**config.mk**
```make
export PLATFORM = sky130hd
export DESIGN_NAME = float_to_fixed_sat
export DESIGN_NICKNAME = d
export VERILOG_FILES = /design/src/rtl/fp_conv_pkg.sv /design/src/rtl/fp_round_saturate.sv /design/src/rtl/float_to_fixed_sat.sv
export SDC_FILE = /design/constraint.sdc
export NUM_CORES = 1
export LEC_CHECK = 0
export CORE_MARGIN = 8
export CORE_UTILIZATION = 55
export DETAILED_ROUTE_END_ITERATION = 10
export PLACE_DENSITY_LB_ADDON = 0.2
export SETUP_SLACK_MARGIN = 0.05
export SYNTH_ARGS = -nofsm -noshare
export SYNTH_HDL_FRONTEND = slang
export SYNTH_SLANG_ARGS = --single-unit
```
**constraint.sdc**
```tcl
create_clock -name clk -period 5.5 [get_ports clk]
set_input_delay 0.825 -clock clk [delete_from_list [all_inputs] [get_ports clk]]
set_output_delay 0.825 -clock clk [all_outputs]
set_load 0.02 [all_outputs]
```
**src/rtl/fp_conv_pkg.sv**
```systemverilog
// Shared IEEE-754 single-precision field definitions and input classification
// for the float-to-fixed conversion stages.
package fp_conv_pkg;

   typedef logic [31:0] float_t;

   localparam int FP_EXP_BIAS  = 127;
   localparam int FP_MANT_BITS = 23;
   localparam int FP_SIGN_POS  = 31;
   localparam int FP_EXP_MSB   = 30;
   localparam int FP_EXP_LSB   = 23;
   localparam int FP_MANT_MSB  = 22;
   localparam int FP_MANT_LSB  = 0;

   typedef enum logic [1:0] {
      FP_ZERO,
      FP_NORMAL,
      FP_INF,
      FP_NAN
   } fp_class_t;

   // Subnormals fall into FP_ZERO because they are flushed to zero downstream.
   function automatic fp_class_t fp_classify(input float_t f);
      fp_class_t cls;
      if (f[FP_EXP_MSB:FP_EXP_LSB] == 8'h00)
         cls = FP_ZERO;
      else if (f[FP_EXP_MSB:FP_EXP_LSB] == 8'hFF)
         cls = (f[FP_MANT_MSB:FP_MANT_LSB] == '0) ? FP_INF : FP_NAN;
      else
         cls = FP_NORMAL;
      return cls;
   endfunction

endpackage

```
**src/rtl/fp_round_saturate.sv**
```systemverilog
// Final conversion stage: rounds the aligned magnitude, clamps to the signed output
// range and applies the sign. The sat flag port exists only with FLOAT_SAT_COUNT_EN.
module fp_round_saturate #(
   parameter int G_DOUT_WIDTH = 24
) (
   input  logic                    clk,
   input  logic                    clear,
   input  logic                    advance,
   input  logic                    stage_valid,
   input  logic                    sign,
   input  logic [G_DOUT_WIDTH-1:0] mag,
   input  logic                    guard,
   input  logic                    ovf,
   output logic [G_DOUT_WIDTH-1:0] dout,
   output logic                    dout_valid
`ifdef FLOAT_SAT_COUNT_EN
   ,
   output logic                    sat
`endif
);

   // Negative results may reach one LSB further than positive ones.
   localparam logic [G_DOUT_WIDTH:0] POS_LIMIT = {2'b00, {(G_DOUT_WIDTH-1){1'b1}}};
   localparam logic [G_DOUT_WIDTH:0] NEG_LIMIT = {2'b01, {(G_DOUT_WIDTH-1){1'b0}}};

   logic [G_DOUT_WIDTH:0]   rounded;
   logic                    clamp;
   logic [G_DOUT_WIDTH-1:0] value;

   always_comb begin
      rounded = {1'b0, mag} + {{G_DOUT_WIDTH{1'b0}}, guard};
      clamp   = ovf || (sign ? (rounded > NEG_LIMIT) : (rounded > POS_LIMIT));
      value   = '0;
      if (clamp)
         value = sign ? {1'b1, {(G_DOUT_WIDTH-1){1'b0}}} : {1'b0, {(G_DOUT_WIDTH-1){1'b1}}};
      else
         value = sign ? -rounded[G_DOUT_WIDTH-1:0] : rounded[G_DOUT_WIDTH-1:0];
   end

   always_ff @(posedge clk) begin
      if (clear) begin
         dout_valid <= 1'b0;
         dout       <= '0;
`ifdef FLOAT_SAT_COUNT_EN
         sat        <= 1'b0;
`endif
      end else if (advance) begin
         dout_valid <= stage_valid;
         dout       <= value;
`ifdef FLOAT_SAT_COUNT_EN
         sat        <= clamp && stage_valid;
`endif
      end
   end

endmodule

```
**src/rtl/float_to_fixed_sat.sv**
```systemverilog
// Three-stage IEEE-754 single to signed fixed-point converter with round-to-nearest,
// saturation and valid/ready backpressure. FLOAT_SAT_COUNT_EN adds the sat_count port.
module float_to_fixed_sat
   import fp_conv_pkg::*;
#(
   parameter int G_DOUT_WIDTH = 24,
   parameter int G_FRAC_BITS  = 23
) (
   input  logic                    clk,
   input  logic                    reset_n,
   input  logic                    enable,
   input  logic [31:0]             din,
   input  logic                    din_valid,
   output logic                    din_ready,
   output logic [G_DOUT_WIDTH-1:0] dout,
   output logic                    dout_valid,
   input  logic                    dout_ready
`ifdef FLOAT_SAT_COUNT_EN
   ,
   output logic [15:0]             sat_count
`endif
);

   logic flush;
   logic advance;

   assign flush     = !reset_n || !enable;
   assign advance   = !dout_valid || dout_ready;
   assign din_ready = advance && !flush;

   logic        s1_valid;
   logic        s1_sign;
   logic [7:0]  s1_exp;
   logic [23:0] s1_mant;
   fp_class_t   s1_class;

   // Unpack: mantissa is stored with the hidden bit already restored.
   always_ff @(posedge clk) begin
      if (flush) begin
         s1_valid <= 1'b0;
      end else if (advance) begin
         s1_valid <= din_valid;
         s1_sign  <= din[FP_SIGN_POS];
         s1_exp   <= din[FP_EXP_MSB:FP_EXP_LSB];
         s1_mant  <= {1'b1, din[FP_MANT_MSB:FP_MANT_LSB]};
         s1_class <= fp_classify(din);
      end
   end

   int                      shift_amt;
   logic                    ovf_c;
   logic                    guard_c;
   logic [G_DOUT_WIDTH-1:0] mag_c;

   // Overflow whenever the leading mantissa bit lands at or above bit G_DOUT_WIDTH.
   always_comb begin
      shift_amt = int'(s1_exp) - FP_EXP_BIAS - FP_MANT_BITS + G_FRAC_BITS;
      ovf_c     = 1'b0;
      guard_c   = 1'b0;
      mag_c     = '0;
      case (s1_class)
         FP_INF: ovf_c = 1'b1;
         FP_NORMAL: begin
            if (shift_amt + FP_MANT_BITS >= G_DOUT_WIDTH) begin
               ovf_c = 1'b1;
            end else if (shift_amt >= 0) begin
               mag_c = G_DOUT_WIDTH'({8'h00, s1_mant} << 5'(shift_amt));
            end else if (shift_amt > -25) begin
               mag_c   = G_DOUT_WIDTH'({8'h00, s1_mant} >> 5'(-shift_amt));
               guard_c = s1_mant[5'(-shift_amt - 1)];
            end
         end
         default: ;
      endcase
   end

   logic                    s2_valid;
   logic                    s2_sign;
   logic [G_DOUT_WIDTH-1:0] s2_mag;
   logic                    s2_guard;
   logic                    s2_ovf;

   always_ff @(posedge clk) begin
      if (flush) begin
         s2_valid <= 1'b0;
      end else if (advance) begin
         s2_valid <= s1_valid;
         s2_sign  <= s1_sign;
         s2_mag   <= mag_c;
         s2_guard <= guard_c;
         s2_ovf   <= ovf_c;
      end
   end

`ifdef FLOAT_SAT_COUNT_EN
   logic dout_sat;
`endif

   fp_round_saturate #(
      .G_DOUT_WIDTH(G_DOUT_WIDTH)
   ) u_round_saturate (
      .clk        (clk),
      .clear      (flush),
      .advance    (advance),
      .stage_valid(s2_valid),
      .sign       (s2_sign),
      .mag        (s2_mag),
      .guard      (s2_guard),
      .ovf        (s2_ovf),
      .dout       (dout),
      .dout_valid (dout_valid)
`ifdef FLOAT_SAT_COUNT_EN
      ,
      .sat        (dout_sat)
`endif
   );

`ifdef FLOAT_SAT_COUNT_EN
   // Only a true reset clears the counter; enable=0 leaves it intact.
   always_ff @(posedge clk) begin
      if (!reset_n)
         sat_count <= '0;
      else if (dout_valid && dout_ready && dout_sat && sat_count != 16'hFFFF)
         sat_count <= sat_count + 16'd1;
   end
`endif

endmodule

```
==> impl_metrics.ini <==
[outcome]
status = finished clean

[clocking]
cts_setup_buffers = 0
cts_tree = done
numCtsBuffers = 9
cts_root_buffer = clkbuf_16
htree_levels = 3
cts_resized = 0
clock-sinks = 88
clk_latency_ps = 360
clock_path_buffers = 2
path_clk_slew_ps = 80
cts_hold_buf = 0

[floorplanning]
fp.dieH_um = 131
ioPinCount = 63
die_area_um2 = 17100
die_w_um = 131
initial_core_util = 0.555
core_area_um2 = 13100
num_rows = 42

[yosys]
yosys.area_share.simple = 0.222
yosysTopAreaCell = edfxtp_1
yosys-top-cells-area = edfxtp_1 (25%), dfxtp_1 (7.4%), mux2i_1 (6.9%)
synth_edf_count = 61
synth_seq_cells = 88
synth-main-ff-cell = edfxtp_1
ys_warn_count = 0
ys_types = 75
synth_most_common_cell = nor2_1
synth_xor_area_frac = 0.0579
async_flop_share = 0
synth_fa_ha_area_frac = 0.0172
synth_mux_area_frac = 0.134
ys_seq_area_frac = 0.327
syn_nets = 884
synth_top_family_by_area = simple AND/OR/NAND/NOR gates
synth_commonest_cells = nor2_1 (91), nand2_1 (79), a21oi_1 (61), edfxtp_1 (61), mux2i_1 (50)
syn-mean-instance-area_um2 = 8.68
synth_cells = 837
synth_compound_area_frac = 0.199
syn-cell-area_um2 = 7270
yosysTopAreaCellShare = 0.252

[layout]
diodes = 0
nFillCells = 1122
regArea_um2 = 2370
area_delta_synth_final_pct = 13.9
fin_area_um2 = 8270
drive_gt1_frac = 0.112
layout.nets = 914
multi_input_area_um2 = 4590

[grt]
first_global_vias = 6393
track_usage = 0.246
met1_usage = 0.276
busiest_layer = met2
grt_max_degree = 62
grt_pass1_wl_um = 33000
grt.met2_usage = 0.433
gr-usage-met3 = 0.0394
grt_overflow_total = 0
grt_antenna_before_repair = 0

[routing]
first_pass_iters = 7
antenna_left = 0
wire_per_inst_um = 19.5
wirelength_um = 20400
drt_iter0_markers = 566
post-route-drc-count = 0
vias = 6669
avgViaCountPerCell = 6.36

[placement]
placed_area_um2 = 7990
routabilityCongestion = 0.945
hpwl_um = 16000
port-buffer-count = 62

[worst_setup_path]
worst-setup-path-type = reg2reg
cp-start-kind = flip-flop
slowest_stage = a41oi_2
slowest_delay_ps = 640
crit_fanout = 12
crit_chain = ha_1 -> ha_1 -> nand3_1 -> nor4_1 -> xnor2_1 -> nand4_1 -> nor4_2 -> a32oi_1 -> a41oi_2 -> o221a_2
crit_arrival_ps = 4480
worstPathRequired_ps = 5790
worst_path_most_repeated_cell = ha_1
crit_path_end_kind = flip-flop

[power_and_ir_drop]
p_total_mw = 1.78
peakVddDrop_mv = 0.170
powerDensity_nw_per_um2 = 215
p_leak_nw = 2.91

[sta]
min_period_ps = 4190
min_period_over_period = 0.761
max_freq_ghz = 0.239
setup_viol = 0
rsz0062_at_grt = no
report.final.slew_viol_count = 0
tns_ps = 0
max_slew_margin = 0.276
hold_viol = 0
worst_clock_skew_ps = 13.9
tightest_slew_ps = 1080

[worst_hold_path]
hold_class = reg2reg

[flow_run]
maxCapViolations = 0
==> per-layer routing <==
layer | wire, um | vias to the layer above
met5 | 0 | -
met4 | 1150 | 0
met3 | 877 | 76
met2 | 10200 | 230
met1 | 8220 | 3142
li1 | - | 3221
==> stage by stage <==
stage / cells / utilization / setup WS [ps] / hold WS, ps
6_report: 1048 / 0.632 / 1310 / 457
5_1_grt: 1048 / 0.632 / 980 / 463
4_1_cts: 1048 / 0.632 / 1380 / 449
3_5_place_dp: 1032 / 0.610 / 1410 / 429
3_3_place_gp: 1032 / 0.610 / 1580 / 432
2_1_floorplan: 837 / - / 781 / 400
==> cell type report <==
cell class	count	area share
sequential	88	0.287
timing repair buffer	82	0.0931
tap	176	0.0266
clock inverter	7	0.00741
inverter	10	0.00454
clock buffer	9	0.0272
multi-input combinational	676	0.554
==> path summary, 6_finish.rpt <==
check	startpoint	to	slack (ps)	depth (start not counted)
worst max-delay path	s2_mag[0]$_SDFFCE_PP0P_	u_round_saturate.dout[7]$_SDFFE_PN0N_	1310	10
worst min register to register	s1_sign$_DFFE_PP_	s2_sign$_DFFE_PP_	460	0
worst min-delay path	s1_sign$_DFFE_PP_	s2_sign$_DFFE_PP_	460	0
worst max register to register	s2_mag[0]$_SDFFCE_PP0P_	u_round_saturate.dout[7]$_SDFFE_PN0N_	1310	10
==> kinds of logic after synthesis <==
family                     count (synthesis)
AOI/OAI and AO/OA                        211
xor gates and xnor gates                  48
adders and majority gates                 10
buffers and inverters                     73
DFF                                       88
muxes                                     80
and+or+nand+nor                          327
==> registers in the layout (all words and copies together) (netlist names) <==
register,cells
s2_sign,1
s2_mag,24
s1_exp,8
s1_sign,1
u_round_saturate.dout_valid,1
s2_valid,1
u_round_saturate.dout,24
s2_guard,1
s1_valid,1
s1_mant,23
s2_ovf,1
s1_class,2
==> worst max-delay path: cells and delay by family (launching register included) <==
family                   cells  cell delay, ps
XOR/XNOR                     1             290
adder cells (fa/ha/maj)      2             590
AO/OA/AOI/OAI                3            1410
AND/OR/NAND/NOR              4            1510
flip-flops                   1             330
==> cells in the final DEF (no fill, tap or decap), types with 4 or more instances in the layout <==
| cell type | count |
|---|---|
| a211oi_1 | 20 |
| a21oi_1 | 61 |
| a22oi_1 | 8 |
| a31oi_1 | 4 |
| a32oi_1 | 5 |
| and2_1 | 12 |
| and3_1 | 7 |
| and4_1 | 4 |
| buf_4 | 20 |
| clkbuf_16 | 9 |
| clkdlybuf4s50_1 | 62 |
| dfxtp_1 | 27 |
| edfxtp_1 | 61 |
| ha_1 | 9 |
| inv_1 | 9 |
| mux2_2 | 18 |
| mux2i_1 | 50 |
| mux4_2 | 12 |
| nand2_1 | 79 |
| nand2b_1 | 12 |
| nand3_1 | 28 |
| nand4_1 | 18 |
| nor2_1 | 90 |
| nor2b_1 | 6 |
| nor3_1 | 27 |
| nor3b_1 | 4 |
| nor4_1 | 16 |
| o211ai_1 | 5 |
| o21ai_0 | 42 |
| o221a_2 | 12 |
| o22a_1 | 4 |
| o22ai_1 | 4 |
| o31ai_1 | 6 |
| or3_1 | 8 |
| xnor2_1 | 34 |
| xor2_1 | 14 |
==> power by group <==
| group | switching (mW) | internal (mW) | leakage [nW] |
|---|---|---|---|
| Clock | 0.289 | 0.318 | 0.145 |
| Sequential | 0.0286 | 0.735 | 0.820 |
| Combinational | 0.233 | 0.177 | 1.94 |
| Total | 0.551 | 1.23 | 2.91 |
(Power assumes the default switching activity.)
